## src/rtl/time_set_controller.sv

```systemverilog
//==============================================================================
// Module      : time_set_controller
// Description : Button-driven hour/min/sec editor with field blink and a
//               one-cycle commit pulse. Optional macro TIMEOUT_EXIT_EN adds
//               an idle auto-exit back to RUN.
// Revision    : 1.0 - initial release
//==============================================================================
`default_nettype none

module time_set_controller #(
    parameter int BLINK_DIV   = 25_000_000,
    parameter int TIMEOUT_CYC = 1_000_000_000
) (
    input  logic       clk,
    input  logic       reset,
    input  logic       btn_mode,
    input  logic       btn_up,
    input  logic       btn_down,
    input  logic [4:0] cur_hour,
    input  logic [5:0] cur_min,
    input  logic [5:0] cur_sec,
    output logic [4:0] set_hour,
    output logic [5:0] set_min,
    output logic [5:0] set_sec,
    output logic       load,
    output logic       editing,
    output logic [1:0] edit_field,
    output logic       field_vis
);

    localparam int c_BLINK_W = (BLINK_DIV > 1) ? $clog2(BLINK_DIV) : 1;
    localparam logic [c_BLINK_W-1:0] c_BLINK_LAST = c_BLINK_W'(BLINK_DIV - 1);

    // State code doubles as the edit_field value.
    typedef enum logic [1:0] {
        S_RUN      = 2'd0,
        S_SET_HOUR = 2'd1,
        S_SET_MIN  = 2'd2,
        S_SET_SEC  = 2'd3
    } state_t;

    state_t                 r_state;
    logic [4:0]             r_set_hour;
    logic [5:0]             r_set_min;
    logic [5:0]             r_set_sec;
    logic                   r_load;
    logic                   r_editing;
    logic                   r_vis;
    logic [c_BLINK_W-1:0]   r_blink;

    logic                   w_step;
    logic                   w_timeout;
    logic [4:0]             w_hour_step;
    logic [5:0]             w_min_step;
    logic [5:0]             w_sec_step;

    // A step applies only with exactly one of up/down and no mode.
    assign w_step = (btn_up ^ btn_down) & ~btn_mode;

    assign w_hour_step = btn_up ? ((r_set_hour == 5'd23) ? 5'd0  : r_set_hour + 5'd1)
                                : ((r_set_hour == 5'd0)  ? 5'd23 : r_set_hour - 5'd1);
    assign w_min_step  = btn_up ? ((r_set_min == 6'd59)  ? 6'd0  : r_set_min + 6'd1)
                                : ((r_set_min == 6'd0)   ? 6'd59 : r_set_min - 6'd1);
    assign w_sec_step  = btn_up ? ((r_set_sec == 6'd59)  ? 6'd0  : r_set_sec + 6'd1)
                                : ((r_set_sec == 6'd0)   ? 6'd59 : r_set_sec - 6'd1);

`ifdef TIMEOUT_EXIT_EN
    localparam int c_IDLE_W = (TIMEOUT_CYC > 1) ? $clog2(TIMEOUT_CYC) : 1;
    localparam logic [c_IDLE_W-1:0] c_IDLE_LAST = c_IDLE_W'(TIMEOUT_CYC - 1);

    logic                   w_any;
    logic [c_IDLE_W-1:0]    r_idle;

    assign w_any     = btn_mode | btn_up | btn_down;
    assign w_timeout = (r_state != S_RUN) && !w_any && (r_idle == c_IDLE_LAST);

    always_ff @(posedge clk) begin
        if (reset || r_state == S_RUN || w_any || w_timeout) begin
            r_idle <= '0;
        end else begin
            r_idle <= r_idle + 1'b1;
        end
    end
`else
    assign w_timeout = 1'b0;
`endif

    always_ff @(posedge clk) begin
        if (reset) begin
            r_state    <= S_RUN;
            r_set_hour <= '0;
            r_set_min  <= '0;
            r_set_sec  <= '0;
            r_load     <= 1'b0;
            r_editing  <= 1'b0;
            r_vis      <= 1'b1;
            r_blink    <= '0;
        end else begin
            r_load <= 1'b0;
            if (r_state == S_RUN) begin
                r_vis   <= 1'b1;
                r_blink <= '0;
                if (btn_mode) begin
                    r_set_hour <= cur_hour;
                    r_set_min  <= cur_min;
                    r_set_sec  <= cur_sec;
                    r_state    <= S_SET_HOUR;
                    r_editing  <= 1'b1;
                end
            end else if (btn_mode) begin
                r_vis   <= 1'b1;
                r_blink <= '0;
                case (r_state)
                    S_SET_HOUR: r_state <= S_SET_MIN;
                    S_SET_MIN:  r_state <= S_SET_SEC;
                    default: begin
                        r_state   <= S_RUN;
                        r_editing <= 1'b0;
                        r_load    <= 1'b1;
                    end
                endcase
            end else if (w_timeout) begin
                r_state   <= S_RUN;
                r_editing <= 1'b0;
                r_vis     <= 1'b1;
                r_blink   <= '0;
            end else if (w_step) begin
                r_vis   <= 1'b1;
                r_blink <= '0;
                case (r_state)
                    S_SET_HOUR: r_set_hour <= w_hour_step;
                    S_SET_MIN:  r_set_min  <= w_min_step;
                    default:    r_set_sec  <= w_sec_step;
                endcase
            end else if (r_blink == c_BLINK_LAST) begin
                r_blink <= '0;
                r_vis   <= ~r_vis;
            end else begin
                r_blink <= r_blink + 1'b1;
            end
        end
    end

    assign set_hour   = r_set_hour;
    assign set_min    = r_set_min;
    assign set_sec    = r_set_sec;
    assign load       = r_load;
    assign editing    = r_editing;
    assign edit_field = r_state;
    assign field_vis  = r_vis;

endmodule

`default_nettype wire
```

## config.mk

```make
export PLATFORM = sky130hd
export DESIGN_NAME = time_set_controller
export DESIGN_NICKNAME = d
export VERILOG_FILES = /design/src/rtl/time_set_controller.sv
export SDC_FILE = /design/constraint.sdc
export NUM_CORES = 1
export LEC_CHECK = 0
export ABC_AREA = 1
export CAP_MARGIN = 20
export CELL_PAD_IN_SITES_DETAIL_PLACEMENT = 0
export CELL_PAD_IN_SITES_GLOBAL_PLACEMENT = 2
export CORE_UTILIZATION = 27
export CTS_CLUSTER_SIZE = 25
export DETAILED_ROUTE_END_ITERATION = 10
export PLACE_DENSITY_LB_ADDON = 0.1
export RECOVER_POWER = 50
export SYNTH_ARGS = -nofsm -noshare
export SYNTH_HDL_FRONTEND = slang
export SYNTH_SLANG_ARGS = --single-unit
```

## constraint.sdc

```tcl
create_clock -name clk -period 1.57 [get_ports clk]
set_input_delay 0.471 -clock clk [delete_from_list [all_inputs] [get_ports clk]]
set_output_delay 0.471 -clock clk [all_outputs]
set_load 0.05 [all_outputs]
```

Word level (Yosys, flattened, before mapping)
Index checks and enable logic that the tools add are counted.
{ "totals": {"ff_bits": 47, "in_bits": 22, "output_inout_bits": 22, "word_cells": 77} }
{ "classes": {"addsub": 7, "n_eq_ne": 10, "n_mux": 33, "n_bitwise": 4, "reduce_logical": 15} }
{ "ops": {"columns": ["cell", "n"], "rows": [
  ["2-to-1 mux 6 bit", 16],
  ["2-to-1 mux 5 bit", 8],
  ["adder 25 x 1 -> 25 bit, second input constant", 1],
  ["equality test 25 bit, second input constant", 1],
  ["adder 6 x 1 -> 6 bit, second input constant", 2],
  ["equality test 6 bit, second input constant", 2],
  ["logical NOT 6 bit", 2],
  ["AND reduction 4 bit", 3],
  ["subtractor 6 x 1 -> 6 bit, second input constant", 2],
  ["2-to-1 mux 2 bit", 3],
  ["!= test 2 x 1 -> 1 bit, second input constant", 3],
  ["nonzero test 2 bit", 3],
  ["adder 5 x 1 -> 5 bit, second input constant", 1],
  ["equality test 5 bit, second input constant", 1],
  ["logical NOT 5 bit", 1],
  ["2-to-1 mux 1 bit", 5],
  ["OR reduction 5 bit", 1],
  ["subtractor 5 x 1 -> 5 bit, second input constant", 1],
  ["case mux 2 bit (2 select lines)", 1],
  ["OR reduction 4 bit", 1],
  ["OR reduction 3 bit", 1],
  ["equality test 2 x 1 -> 1 bit, second input constant", 1],
  ["equality test 2 bit, second input constant", 1],
  ["logical NOT 2 bit", 1],
  ["other kinds (6)", 7]
]} }

Longest topological paths before layout
Gate-level depths: netlist of run 1.
{ "logic_depth": {"word_depth": 7, "depth_mapped": 10, "depth_no_buf": 10} }

Least setup slack after synthesis of run 1
No wires, ideal clock.
{ "synth_timing": {"path_type": "reg2reg", "start": "register r_state[0] (netlist: edit_field[0])", "end": "register r_set_sec[0] (netlist: set_sec[0])", "setup_time_ns": 0.122, "t_arrival_ns": 1.764, "required_ns": 1.448, "setup_slack_ns": -0.317, "path_stages_with_launch": 9, "n_path_buf": 2, "synth_period_minus_slack_ns": 1.887, "cell_sequence": "dfxtp_1 > inv_1 > ha_1 > buf_2 > inv_1 > clkbuf_1 > nand3_1 > o211ai_1 > a21oi_1"} }
{ "synth_between": {"elab_chain_cells": 4, "word_cells_on_any_way": 9, "classes_between": "eq/ne (5); mux (1); reduce/logical (3)"} }
{ "synth_lines": {"columns": ["element", "line_no", "source"], "rows": [
  ["start, declared", "42", "state_t r_state;"],
  ["start signal, assigned", "90", "r_state <= S_RUN;"],
  ["start signal, assigned", "107", "r_state <= S_SET_HOUR;"],
  ["start signal, assigned", "114", "S_SET_HOUR: r_state <= S_SET_MIN;"],
  ["equality test 2 bit / equality test 2 x 1 -> 1 bit (equally long branches)", "130", "case (r_state)"],
  ["OR reduction 2 bit (no line)", null, null],
  ["!= test 2 x 1 -> 1 bit (no line)", null, null],
  ["AND reduction 4 bit (no line)", null, null],
  ["end signal, assigned", "106", "r_set_sec <= cur_sec;"],
  ["end signal, assigned", "133", "default: r_set_sec <= w_sec_step;"],
  ["end, declared", "45", "logic [5:0] r_set_sec;"]
]} }
Parallel ways exist; a longest one is shown, timed or not.
A chain may end at the register's enable or synchronous reset.

Final worst setup path of run 1
{ "layout_timing": {"start": "register r_set_sec[3] (netlist: set_sec[3])", "end": "output port set_sec[3]"} }
{ "layout_lines": {"columns": ["element", "line_no", "source"], "rows": [
  ["end, declared", "24", "output logic [5:0] set_sec,"]
]} }
No word-level cell between the ends.

==> impl_metrics.ini, run 1 <==
[clock_tree]
numCtsBuffers = 5
path_clk_slew_ns = 0.07
clock_path_buffers = 2
cts_tree = yes
clock-sinks = 47
cts.htree.levels = 2
insertion_delay_ns = 0.30
cts_root_buf = clkbuf_16

[run]
max_cap_viol_count = 0

[global_routing]
grt_overflow = 0
grt_pass1_vias = 3056
track_usage = 0.1644
grt_max_degree = 16
grt_pass1_wl_um = 15080
antenna_found_initial = 0

[synthesis]
syn_nets = 519
synth_cells = 485
ys_seq_area_frac = 0.2971
synth_seq_cells = 47
synth_warnings = 0
netlist_area_um2 = 3167
yosysUniqueCellTypes = 35
avgSynthCellArea_um2 = 6.529

[floorplanning]
die_x_um = 110.3
die_area_um2 = 12170
ios = 44
die_h_um = 110.3
start_util = 0.2773
core.rowCount = 39
core_um2 = 11420

[timing]
tightestPinTransition_ns = 0.3438
setup_slack_ns = 0.03882
skew_ns = 0.005588
period_needed_ns = 1.531
rsz0062_at_grt = true
slew_headroom = 0.7705
setup_tns_ns = 0
finalSetupViolations = 0
fmax_mhz = 653.1
finalCritPeriodShare = 0.9753
hold_violations = 0
finalMaxSlewViolations = 0

[layout]
drive_gt1_frac = 0.2413
fin_area_um2 = 4459
final_cell_mix = nand2_1 (116), nor2_1 (54), inv_1 (49), nand3_1 (40), buf_4 (38)
fin_nets = 605
fin_util = 0.3905
final_cells = 715
layout_commonest_cell = nand2_1
fill_cells = 1252
num_antenna_cells = 0
area_delta_synth_final_pct = 40.81

[route]
detail-route-antenna-nets = 0
vias = 3280
routed_via_density = 4.587
drt_wl_total_um = 9631
drc_errors = 0
routedWlPerCell_um = 13.47
drt_iter0_markers = 141
dr.pass1.iters = 4

[placement]
postPlaceCellArea_um2 = 4305
gp_congestion = 0.8710
post-place-cells = 705
preCtsSetupSlack_ns = -0.5032
portBuffers = 43
dp_hpwl_um = 7524

[worst_setup_path]
crit_path_max_fanout = 6
path_delay_family = flip-flops
max_stage_delay_ns = 0.45
cp_num_buf_inv = 1
critical_path_class = reg -> out
required_ns = 1.10
end_kind = primary output
critical_path_arrival_ns = 1.06
crit_path_start_kind = flop
cpMaxStageDelayCell = dfxtp_1
crit_chain = buf_2

[worst_hold_path]
min_path_type = reg -> reg

[pwr]
power_density_nw_per_um2 = 830.9
ir_drop_uv = 419.1
p_leak_nw = 1.854

[run_status]
status = finished clean
[stage by stage]
| step | power, mW | hold slack, ns |
|---|---|---|
| 6_report | 3.705 | 0.4658 |
| 5_1_grt | 3.936 | 0.4987 |
| 3_5_place_dp | 2.691 | 0.4636 |
| 2_1_floorplan | 2.109 | 0.4412 |
| 3_3_place_gp | 2.703 | 0.4556 |
| 4_1_cts | 3.847 | 0.4749 |
[power breakdown]
part           switching, mW  internal [mW]  total, mW
combinational          0.716          0.508       1.22
sequential             0.102           1.26       1.36
clock                  0.529          0.590       1.12
[worst min-delay path, cell delays in order (launching register included)]
cell	delay, ns
dfxtp_1	0.31
nand2_1	0.07
a21oi_2	0.04
[routing by layer]
layer	GRT usage	share of wire
met1	0.2323	0.51
met2	0.2449	0.43
met3	0.04644	0.048
met4	0.03853	0.0057
met5	0	0
[path summary, 6_finish.rpt]
check	startpoint	endpoint	slack, ns	cells past startpoint
setup / recovery	set_sec[3]	set_sec[3]	0.04	1
hold / removal	r_blink[23]	r_blink[23]	0.47	2
setup reg to reg	r_blink[1]	field_vis	0.08	9
hold reg to reg	r_blink[23]	r_blink[23]	0.47	2
[cell type report]
cell class / instances / area (µm²) / share of cell area
clock buffers: 5 / 125.1 / 0.02806
clock inverters: 3 / 18.77 / 0.004209
inverters: 53 / 198.9 / 0.04461
multi-input cells: 371 / 2063 / 0.4627
flip-flops and latches: 47 / 965.9 / 0.2166
well taps: 143 / 178.9 / 0.04012
repair buffers: 93 / 908.4 / 0.2037
[logic make-up after synthesis]
family          synth area share
compound gates            0.1359
xor+xnor                 0.06045
fa+ha+maj                0.04741
buf+inv                  0.08850
flops                     0.2971
simple gates              0.3706
[timing repair]
item | 4_1_cts | 5_1_grt
hold buffers | 0 | 0
gates cloned | 0 | 1
endpoints found under the hold margin | 0 | 0
pin swaps | 3 | 6
gates resized for setup | 7 | 36
buffers inserted | 1 | 0
setup endpoints to repair | 43 | 39
[registers in the layout, indices dropped and copies added, names as in the netlist]
signal,count
set_min,6
editing,1
r_blink,25
field_vis,1
edit_field,2
load,1
set_hour,5
set_sec,6
[cells in the mapped netlist (all sizes together)]
cell type  count  area [µm²]
a31oi          2       12.51
o21ai         25       125.1
nand4         12       75.07
nand2        123       476.7
xnor2          3       33.79
or2            7       43.80
o211ai         3       22.52
inv           52       195.2
a21oi         44       254.0
dfxtp         47       940.9
xor2          18       157.7
nor3          18       111.4
clkbuf         7       27.52
nor4           1       12.51
buf            7       53.80
ha            12       150.1
nor2          60       246.5
o31ai          1       7.510
clkinv         1       3.750
nand3         40       200.2
nand3b         1       7.510
o2bb2ai        1       8.760
No activity file was read; power rests on OpenSTA's default activity.
==> run 2, diff against run 1 <==
--- a/config.mk
+++ b/config.mk
@@ -6,7 +6,6 @@
 export NUM_CORES = 1
 export LEC_CHECK = 0
 export ABC_AREA = 1
-export CAP_MARGIN = 20
 export CELL_PAD_IN_SITES_DETAIL_PLACEMENT = 0
 export CELL_PAD_IN_SITES_GLOBAL_PLACEMENT = 2
 export CORE_UTILIZATION = 27
==> results of run 2 <==
No change in the layout: final DEF, timing and power equal those of run 1.
==> run 3, diff against run 2 <==
--- a/config.mk
+++ b/config.mk
@@ -8,7 +8,7 @@
 export ABC_AREA = 1
 export CELL_PAD_IN_SITES_DETAIL_PLACEMENT = 0
 export CELL_PAD_IN_SITES_GLOBAL_PLACEMENT = 2
-export CORE_UTILIZATION = 27
+export CORE_UTILIZATION = 32
 export CTS_CLUSTER_SIZE = 25
 export DETAILED_ROUTE_END_ITERATION = 10
 export PLACE_DENSITY_LB_ADDON = 0.1
==> constraint.sdc (replaced) <==
create_clock -name clk -period 1.9 [get_ports clk]
set_input_delay 0.57 -clock clk [delete_from_list [all_inputs] [get_ports clk]]
set_output_delay 0.57 -clock clk [all_outputs]
set_load 0.05 [all_outputs]
==> impl_metrics.ini, run 3 (synthesis results as in run 1) <==
[run_status]
status = finished clean

[timing]
finalMaxSlewViolations = 0
period_needed_ns = 1.765
finalCritPeriodShare = 0.9287
skew_ns = 0.005839
tightestPinTransition_ns = 0.5956
fmax_mhz = 566.7
setup_tns_ns = 0
finalSetupViolations = 0
slew_headroom = 0.5996
hold_violations = 0
rsz0062_at_grt = false

[floorplanning]
core.rowCount = 35
die_area_um2 = 10300
die_x_um = 101.5
die_h_um = 101.5
start_util = 0.3363
core_um2 = 9415
ios = 44

[worst_setup_path]
crit_path_max_fanout = 8
critical_path_arrival_ns = 1.19
cpMaxStageDelayCell = dfxtp_1
required_ns = 1.33
max_stage_delay_ns = 0.53
crit_chain = clkbuf_2
cp_num_buf_inv = 1
r2r_slack_ns = 0.21
crit_path_start_kind = flop
worst_r2r_path_depth = 9
path_delay_family = flip-flops
r2r-end = set_sec[5]
end_kind = primary output
critical_path_class = reg -> out
worstReg2RegStart = edit_field[0]

[layout]
drive_gt1_frac = 0.1416
largest_reg_flops = 25
fin_nets = 584
regMostFlops = r_blink
final_cell_mix = nand2_1 (120), nor2_1 (57), inv_1 (50), dfxtp_1 (47), nand3_1 (40)
area_delta_synth_final_pct = 24.85
layout_commonest_cell = nand2_1

[clock_tree]
cts_root_buf = clkbuf_8
cts_resized = 0
cts.htree.levels = 2
clock-sinks = 47
cts_setup_buffers = 0
cts_tree = yes
clock_path_buffers = 2
holdBufCountCts = 0
path_clk_slew_ns = 0.10
insertion_delay_ns = 0.31
numCtsBuffers = 5

[worst_hold_path]
hold_start = r_blink[23]
hold_path_end = r_blink[23]
hold_path_depth = 2
min_path_type = reg -> reg

[route]
routedWlPerCell_um = 13.23
detail-route-antenna-nets = 0
dr.pass1.iters = 4
drc_errors = 0
drt_iter0_markers = 119
vias = 3257
drt_wl_total_um = 9008
routed_via_density = 4.783

[pwr]
power.total_mw = 2.823
ir_drop_uv = 314.0
power_density_nw_per_um2 = 714.0
p_leak_nw = 1.607

[global_routing]
grt_pass1_vias = 3153
track_usage = 0.1917
grt_pass1_wl_um = 15370
grt_overflow = 0
antenna_found_initial = 0
grt_max_degree = 16

[placement]
gp_congestion = 0.8355
portBuffers = 43
dp_hpwl_um = 7077

[run]
max_cap_viol_count = 0
run 3: cell types whose count changed in the layout (fill, tap and decap cells not counted), sizes merged:
| cell | before | now |
|---|---|---|
| buf | 60 | 26 |
| clkbuf | 18 | 29 |
| dlymetal6s2s | 0 | 3 |
| clkinv | 2 | 0 |
| dlygate4sd2 | 2 | 0 |
| dlygate4sd3 | 0 | 2 |
| bufinv | 0 | 1 |
| clkinvlp | 1 | 0 |
| diode | 0 | 1 |
| inv | 53 | 54 |
run 3: cell type report:
type	count	area [µm²]
clock buffers	6	82.58
fillers	1020	5461
diodes	1	2.502
clock inverters	2	38.79
multi-input cells	371	1938
inverters	53	198.9
well taps	129	161.4
flip-flops and latches	47	940.9
repair buffers	72	590.6
run 3: worst max path at each step:
stage | startpoint | end | depth (start not counted)
floorplan | edit_field[0] | set_sec[0] | 8
global placement | btn_up | r_blink[8] | 7
detailed placement | btn_up | r_blink[8] | 7
CTS | btn_up | r_blink[8] | 7
global route | btn_down | r_blink[8] | 7
finish | set_sec[2] | set_sec[2] | 1
run 3: report_power, final:
part           internal, mW  switching (mW)  total, mW
logic                 0.323           0.566      0.889
clock network         0.434           0.381      0.814
registers              1.04          0.0837       1.12
total                  1.79            1.03       2.82
run 3: metrics by stage:
step | utilization | cells | hold WS, ns | instance area (µm²) | setup slack (ns)
finish | 0.4199 | 681 | 0.4780 | 3954 | 0.1354
global route | 0.4197 | 680 | 0.5032 | 3951 | 0.03566
CTS | 0.4433 | 680 | 0.4805 | 4174 | 0.04268
detailed placement | 0.4304 | 672 | 0.4663 | 4053 | -0.2730
global placement | 0.4304 | 672 | 0.4558 | 4053 | -0.2619
floorplan | - | 485 | 0.4412 | 3167 | 0.01345
run 3: metal layers:
metal,GRT usage,share of wire,vias up
met5,0,0,-
met4,0.05017,0.014,0
met3,0.03934,0.050,12
met2,0.2836,0.41,74
met1,0.2810,0.52,1458
li1,-,-,1713
